==> src/rtl/rf_wb_queue.sv <==
// Writeback queue between the ALU/LSU result producers and the register file's single write port.
// Optional define WB_BYPASS_EN adds youngest-match data forwarding for the two decode sources.
module rf_wb_queue #(
    parameter int DATA_WIDTH  = 32,
    parameter int INDEX_WIDTH = 5,
    parameter int DEPTH       = 4
) (
    input  logic                         clk,
    input  logic                         reset,
    input  logic                         alu_valid,
    output logic                         alu_ready,
    input  logic [INDEX_WIDTH-1:0]       alu_index,
    input  logic [DATA_WIDTH-1:0]        alu_data,
    input  logic                         lsu_valid,
    output logic                         lsu_ready,
    input  logic [INDEX_WIDTH-1:0]       lsu_index,
    input  logic [DATA_WIDTH-1:0]        lsu_data,
    input  logic                         rf_wr_stall,
    output logic                         rf1_wr_en,
    output logic [INDEX_WIDTH-1:0]       rf1_wr_index,
    output logic [DATA_WIDTH-1:0]        rf1_wr_data,
    input  logic [INDEX_WIDTH-1:0]       rd_index1,
    input  logic [INDEX_WIDTH-1:0]       rd_index2,
    output logic                         busy1,
    output logic                         busy2,
    output logic                         fwd_valid1,
    output logic                         fwd_valid2,
    output logic [DATA_WIDTH-1:0]        fwd_data1,
    output logic [DATA_WIDTH-1:0]        fwd_data2,
    output logic [$clog2(DEPTH):0]       count
);

    localparam int PTR_W = $clog2(DEPTH);
    localparam int CNT_W = PTR_W + 1;

    typedef enum logic {
        RR_ALU = 1'b0,
        RR_LSU = 1'b1
    } rr_t;

    logic [INDEX_WIDTH-1:0] entry_index [DEPTH];
    logic [DATA_WIDTH-1:0]  entry_data  [DEPTH];
    logic [DEPTH-1:0]       entry_valid;
    logic [PTR_W-1:0]       wr_ptr;
    logic [PTR_W-1:0]       rd_ptr;
    rr_t                    rr;

    logic                   full;
    logic                   empty;
    logic                   grant_any;
    logic                   push;
    logic                   pop;
    logic [INDEX_WIDTH-1:0] push_index;
    logic [DATA_WIDTH-1:0]  push_data;

    // Handshake: a producer transfers on any edge where its valid and ready are both high;
    // ready depends only on registered state and the two valid inputs, never the reverse.
    assign full  = (count == CNT_W'(DEPTH));
    assign empty = (count == '0);

    assign alu_ready = !full && alu_valid && (!lsu_valid || rr == RR_ALU);
    assign lsu_ready = !full && lsu_valid && (!alu_valid || rr == RR_LSU);
    assign grant_any = alu_ready || lsu_ready;

    assign push_index = alu_ready ? alu_index : lsu_index;
    assign push_data  = alu_ready ? alu_data  : lsu_data;

    // Writes to x0 are acknowledged but dropped; the register is hard-wired to zero.
    assign push = grant_any && (push_index != '0);
    assign pop  = rf1_wr_en;

    assign rf1_wr_en    = !empty && !rf_wr_stall;
    assign rf1_wr_index = entry_index[rd_ptr];
    assign rf1_wr_data  = entry_data[rd_ptr];

    always_ff @(posedge clk or negedge reset) begin
        if (!reset) begin
            wr_ptr      <= '0;
            rd_ptr      <= '0;
            count       <= '0;
            entry_valid <= '0;
            rr          <= RR_ALU;
        end else begin
            if (pop) begin
                entry_valid[rd_ptr] <= 1'b0;
                rd_ptr              <= rd_ptr + PTR_W'(1);
            end
            if (push) begin
                entry_valid[wr_ptr] <= 1'b1;
                wr_ptr              <= wr_ptr + PTR_W'(1);
            end
            case ({push, pop})
                2'b10:   count <= count + CNT_W'(1);
                2'b01:   count <= count - CNT_W'(1);
                default: count <= count;
            endcase
            if (alu_valid && lsu_valid && grant_any) begin
                rr <= (rr == RR_ALU) ? RR_LSU : RR_ALU;
            end
        end
    end

    // Payload storage carries no reset; the valid bits alone define occupancy.
    always_ff @(posedge clk) begin
        if (push) begin
            entry_index[wr_ptr] <= push_index;
            entry_data[wr_ptr]  <= push_data;
        end
    end

    always_comb begin
        busy1 = 1'b0;
        busy2 = 1'b0;
        for (int i = 0; i < DEPTH; i++) begin
            if (entry_valid[i] && entry_index[i] == rd_index1 && rd_index1 != '0) begin
                busy1 = 1'b1;
            end
            if (entry_valid[i] && entry_index[i] == rd_index2 && rd_index2 != '0) begin
                busy2 = 1'b1;
            end
        end
    end

`ifdef WB_BYPASS_EN
    // Walk from the head towards the tail so the last match seen is the youngest write.
    always_comb begin
        logic [PTR_W-1:0] pos;
        fwd_data1 = '0;
        fwd_data2 = '0;
        pos       = '0;
        for (int i = 0; i < DEPTH; i++) begin
            pos = rd_ptr + PTR_W'(i);
            if (entry_valid[pos] && entry_index[pos] == rd_index1 && rd_index1 != '0) begin
                fwd_data1 = entry_data[pos];
            end
            if (entry_valid[pos] && entry_index[pos] == rd_index2 && rd_index2 != '0) begin
                fwd_data2 = entry_data[pos];
            end
        end
    end

    assign fwd_valid1 = busy1;
    assign fwd_valid2 = busy2;
`else
    assign fwd_valid1 = 1'b0;
    assign fwd_valid2 = 1'b0;
    assign fwd_data1  = '0;
    assign fwd_data2  = '0;
`endif

endmodule

==> config.mk <==
export PLATFORM = sky130hd
export DESIGN_NAME = rf_wb_queue
export DESIGN_NICKNAME = d
export VERILOG_FILES = /design/src/rtl/rf_wb_queue.sv
export SDC_FILE = /design/constraint.sdc
export NUM_CORES = 1
export LEC_CHECK = 0
export ABC_AREA = 1
export BUFFER_PORTS_ARGS = -buffer_cell sky130_fd_sc_hd__buf_2
export CELL_PAD_IN_SITES_DETAIL_PLACEMENT = 0
export CELL_PAD_IN_SITES_GLOBAL_PLACEMENT = 1
export CORE_UTILIZATION = 32
export DETAILED_ROUTE_END_ITERATION = 7
export GPL_ROUTABILITY_DRIVEN = 0
export MAX_ROUTING_LAYER = met4
export PLACE_DENSITY = 0.78
export SYNTH_ARGS = -nofsm -noshare
export SYNTH_HDL_FRONTEND = slang
export SYNTH_SLANG_ARGS = --single-unit
==> constraint.sdc <==
create_clock -name clk -period 6.86 [get_ports clk]
set_clock_uncertainty 0.15 [all_clocks]
set_input_delay 1.372 -clock clk [delete_from_list [all_inputs] [get_ports clk]]
set_output_delay 1.372 -clock clk [all_outputs]
set_load 0.01 [all_outputs]
# Word-level counts from Yosys, hierarchy flattened
# Memory sizes are Yosys's and may differ from the RTL's.
# Cells that the tools add are included.
# W data, S select, Z words.
# totals
regBits	12
ram_bits	148
out_inout_bits	111
memories	2
# classes
add_sub_neg	4
n_lt_le_gt_ge	4
n_eq_ne	11
n_mux	20
bitwise	4
n_reduce_logical	39
# memory_table
memory	words	width	rd	rd_ports_with_merged_regs	write_ports	line	rtl
entry_data	4	32	1	0	1	42	logic [DATA_WIDTH-1:0] entry_data [DEPTH];
entry_index	4	5	5	0	1	41	logic [INDEX_WIDTH-1:0] entry_index [DEPTH];
# ops
operator	n
$eq A5 B5 Y1	8
$mux W32	1
$logic_and A1 B1 Y1	26
$reduce_bool A5 Y1	3
$mux W1	13
$mux W4	2
$lt A2 B3 Y1 const B	2
$pmux W3 S2	1
$logic_not A1 Y1	5
$mux W5	1
$add A2 B1 Y2 const B	2
$and A4 B4 Y4	1
$demux W1 S2	2
$ge A2 B1 Y1 const B	2
$not A4 Y4	1
$or A4 B4 Y4	1
$add A3 B1 Y3 const B	1
$eq A3 B3 Y1 const B	1
$logic_not A3 Y1	1
$logic_or A1 B1 Y1	3
$sub A3 B1 Y3 const B	1
$eq A2 B1 Y1 const B	1
$eq A2 B2 Y1 const B	1
$reduce_bool A2 Y1	1
$not A1 Y1	1

# Longest topological paths before layout
# logic_depth
depth_word	9
mapped_depth	14
ltp_nobuf	13

# Least setup slack after synthesis
# OpenSTA, ideal clock, no wires.
# synth_path
path_type	input-to-output
from	in rd_index2[1]
to	out busy2
arrival_ns	2.141
required_time_ns	5.338
setup_slack_ns	3.197
path_stages	7
path_buffers	1
cell_sequence	clkbuf_1 nor2_1 nor3_1 nand3_1 nand2_1 nor2_1 nor2_1
# synth_via
elab_chain_cells	7
elab_cells_between_ends	17
# synth_lines
item	line	rtl
start, declared	23	input logic [INDEX_WIDTH-1:0] rd_index2,
$eq A5 B5 Y1	118	if (entry_valid[i] && entry_index[i] == rd_index2 && rd_index2 != '0) begin
$logic_and A1 B1 Y1 (2 in a row)	118	
$mux W1 (3 in a row)	118	
$mux W1 (*)	118	
end, declared	25	output logic busy2,
# Every way passes the cells marked *; elsewhere a longest branch is shown, timed or not.

# Final worst setup path
# layout_path
from	in lsu_valid
to	out alu_ready
# layout_via
elab_chain_cells	3
# layout_lines
item	line	rtl
start, declared	14	input logic lsu_valid,
$logic_not A1 Y1	61	assign alu_ready = !full && alu_valid && (!lsu_valid || rr == RR_ALU);
$logic_or A1 B1 Y1	61	
$logic_and A1 B1 Y1	61	
end, declared	11	output logic alu_ready,
# Every way passes these cells.

==> flow_metrics.env <==
export IMPL_cp_slowest_cell="inv_2"
export IMPL_nets=987
export IMPL_cts_buffers=17
export IMPL_grt_max_degree=81
export IMPL_power_leakage_nw=3.826
export IMPL_grt_pass1_wl_um=26890
export IMPL_core_area_um2=23680
export IMPL_required_ns=5.34
export IMPL_maxCapViolations=0
export IMPL_hold_class="flop to flop"
export IMPL_vias=5501
export IMPL_crit_family="buffers and inverters"
export IMPL_clk_pin_slew_worst_paths_ns=0.06
export IMPL_cp_start_kind="input port"
export IMPL_clock_latency_ns=0.41
export IMPL_path_max_fanout=41
export IMPL_drcViolationCount=0
export IMPL_wl_um=17530
export IMPL_slowest_delay_ns=0.54
export IMPL_overflow=0
export IMPL_antenna_found_initial=0
export IMPL_die_w_um=158.1
export IMPL_slew_headroom_pct=35.23
export IMPL_dieArea_um2=25000
export IMPL_cp_end_kind="primary output"
export IMPL_fin_crit_ns=4.340
export IMPL_syn_area_per_cell_um2=10.22
export IMPL_synth_warning_count=0
export IMPL_post_cts_setup_buffers=0
export IMPL_drive_gt1_share_pct=21.09
export IMPL_ys_seq_area_share_pct=60.84
export IMPL_antenna_cells=0
export IMPL_criticalPathCategory="input port to primary output"
export IMPL_p_per_area_nw_per_um2=434.8
export IMPL_place_hpwl_um=11320
export IMPL_totalPowerFinal_mw=3.952
export IMPL_rsz0062_at_grt="no"
export IMPL_placedInstanceArea_um2=8519
export IMPL_cpMostUsedCell="buf_2"
export IMPL_num_fill_cells=2320
export IMPL_area_growth_pct=16.54
export IMPL_dr_first_iter_drc_count=333
export IMPL_cts_hold_buf=0
export IMPL_cts_buffer_depth=2
export IMPL_viasPerCell=4.509
export IMPL_wl_per_cell_um=14.37
export IMPL_synth_top_cells_by_area="edfxtp_1 57%, nand2_1 7.2%, buf_4 6.4%, o21ai_0 5.5%, nor2_1 4.1%"
export IMPL_synth_distinct_cells=30
export IMPL_htreeDepth=4
export IMPL_clkSinkCount=160
export IMPL_design_area_um2=9089
export IMPL_rows=56
export IMPL_period_share_pct=63.27
export IMPL_drtPass1Iterations=5
export IMPL_hp_start="entry_valid[1]"
export IMPL_syn_area_um2=7799
export IMPL_status="completed"
export IMPL_root_buffer="clkbuf_16"
export IMPL_finalSetupViolCount=0
export IMPL_maxSlewViolCount=0
export IMPL_cts_tree="yes"
export IMPL_ir_drop_uv=240.5
export IMPL_antenna_left=0
export IMPL_ioPinCount=200
export IMPL_synthCells=763
export IMPL_cp_cell_sequence="buf_2, nand2_1, nand3_4, buf_4, inv_2, buf_2"
export IMPL_hold_viol_final=0
export IMPL_fin_tns_setup_ns=0
export IMPL_port_buffers=133
export IMPL_die_h_um=158.1
export IMPL_initial_core_util_pct=32.93
export IMPL_synth_top_area_cell="edfxtp_1"
export IMPL_r2r_start="count[1]"
export IMPL_whs_ns=0.3645
export IMPL_crit_arrival_ns=2.82
export IMPL_ctsResizeCount=0
export IMPL_worstMarginPinSlew_ns=0.9702
export IMPL_critPathBufInv=4
export IMPL_grt_usage_pct=14.89
export IMPL_startpoint="lsu_valid"
export IMPL_fmax_ghz=0.2304
export IMPL_synth_top_area_share_pct=56.99
export IMPL_grt_pass1_vias=5064
export IMPL_ys_ff_latch=160
## cells in the final DEF (no fill, tap or decap), types with 3 or more instances in the layout
cell type	synthesis	routed
edfxtp_1	148	148
dfrtp_1	12	11
nand3_1	15	15
nand2_4	3	3
xor2_1	6	6
buf_2	6	133
ha_1	9	9
o21ai_0	85	85
nor3_1	5	5
inv_6	0	3
clkinvlp_4	0	3
clkbuf_16	0	17
nor2_1	85	85
inv_1	50	46
nand4_1	4	4
conb_1	1	66
a21oi_1	26	26
inv_2	3	8
nand2_1	150	150
o22ai_1	50	50
buf_4	66	5
nand3_2	4	4
clkinv_2	0	3
## cell type report
class | count | area [um2] | area share, %
repair buffers | 138 | 703.2 | 7.737
inverters | 54 | 202.7 | 2.230
flip-flops and latches | 160 | 4746 | 52.22
clock buffers | 18 | 429.2 | 4.722
multi-input cells | 517 | 2469 | 27.16
well taps | 319 | 399.1 | 4.392
clock inverters | 14 | 140.1 | 1.542
## power by group
group | switching, mW | internal, mW | total, mW
registers | 0.106 | 1.46 | 1.57
clock network | 0.362 | 0.534 | 0.896
logic | 1.04 | 0.452 | 1.49
total | 1.51 | 2.45 | 3.95
## state kept, by name (all words and copies together), names as in the netlist
| register | cells |
|---|---|
| rd_ptr | 2 |
| entry_valid | 4 |
| entry_index | 20 |
| count | 3 |
| wr_ptr | 2 |
| entry_data | 128 |
| rr | 1 |
## synth_stat cells
| cell type | instances |
|---|---|
| dfrtp_1 | 12 |
| buf_6 | 1 |
| nand3_2 | 4 |
| ha_1 | 9 |
| nand4_1 | 4 |
| o22ai_1 | 50 |
| o21ai_0 | 85 |
| o21ai_2 | 1 |
| xnor2_1 | 1 |
| nand3_4 | 1 |
| xor2_1 | 6 |
| nand2_2 | 2 |
| a21oi_1 | 26 |
| o21bai_4 | 1 |
| nor3_1 | 5 |
| inv_2 | 3 |
| nand2_4 | 3 |
| buf_4 | 66 |
| nor2_4 | 1 |
| nor2_1 | 85 |
| buf_2 | 6 |
| clkbuf_1 | 24 |
| nand3_1 | 15 |
| clkinv_1 | 1 |
| conb_1 | 1 |
| fa_1 | 1 |
| a21oi_2 | 1 |
| edfxtp_1 | 148 |
| nand2_1 | 150 |
| inv_1 | 50 |
## per-layer routing
| layer | up-vias | part of all wire [%] | track usage, % |
|---|---|---|---|
| met1 | 2551 | 46 | 19.05 |
| met3 | 10 | 5.4 | 2.710 |
| met5 | - | 0 | - |
| met4 | 0 | 0.76 | 4.121 |
| met2 | 191 | 48 | 24.14 |
| li1 | 2749 | - | - |
## logic make-up (layout without fill, tap and decap cells)
family                     Yosys count  count (layout)  synth area share [%]
and+or+nand+nor                    270             270                 14.39
AOI/OAI and AO/OA                  164             164                 11.60
DFF                                160             160                 60.84
buffers and inverters              151             224                 10.64
adders and majority gates           10              10                 1.701
xor gates and xnor gates             7               7                0.7862
other                                1              66               0.04808
## stage by stage
stage / setup WS [ns] / cells / util [%]
5_1_grt: 2.383 / 1220 / 38.38
4_1_cts: 2.500 / 1220 / 38.38
2_1_floorplan: 3.197 / 828 / -
3_5_place_dp: 2.502 / 1188 / 35.97
3_3_place_gp: 2.509 / 1188 / 35.97
6_report: 2.520 / 1220 / 38.38
## worst min-delay path, stage by stage (launching register included)
cell and delay, ns:
dfrtp_1 0.37, nand2_1 0.07, nand2_1 0.05
## worst paths after layout
kind	endpoint	slack [ns]	depth (start not counted)
worst min-delay path	entry_valid[1]	0.36	2
min in group asynchronous	rr	0.68	1
max in group asynchronous	rd_ptr[0]	5.65	1
worst max register to register	count[2]	3.90	14
worst min register to register	entry_valid[1]	0.36	2
worst max-delay path	alu_ready	2.52	6
(Power assumes the default switching activity.)
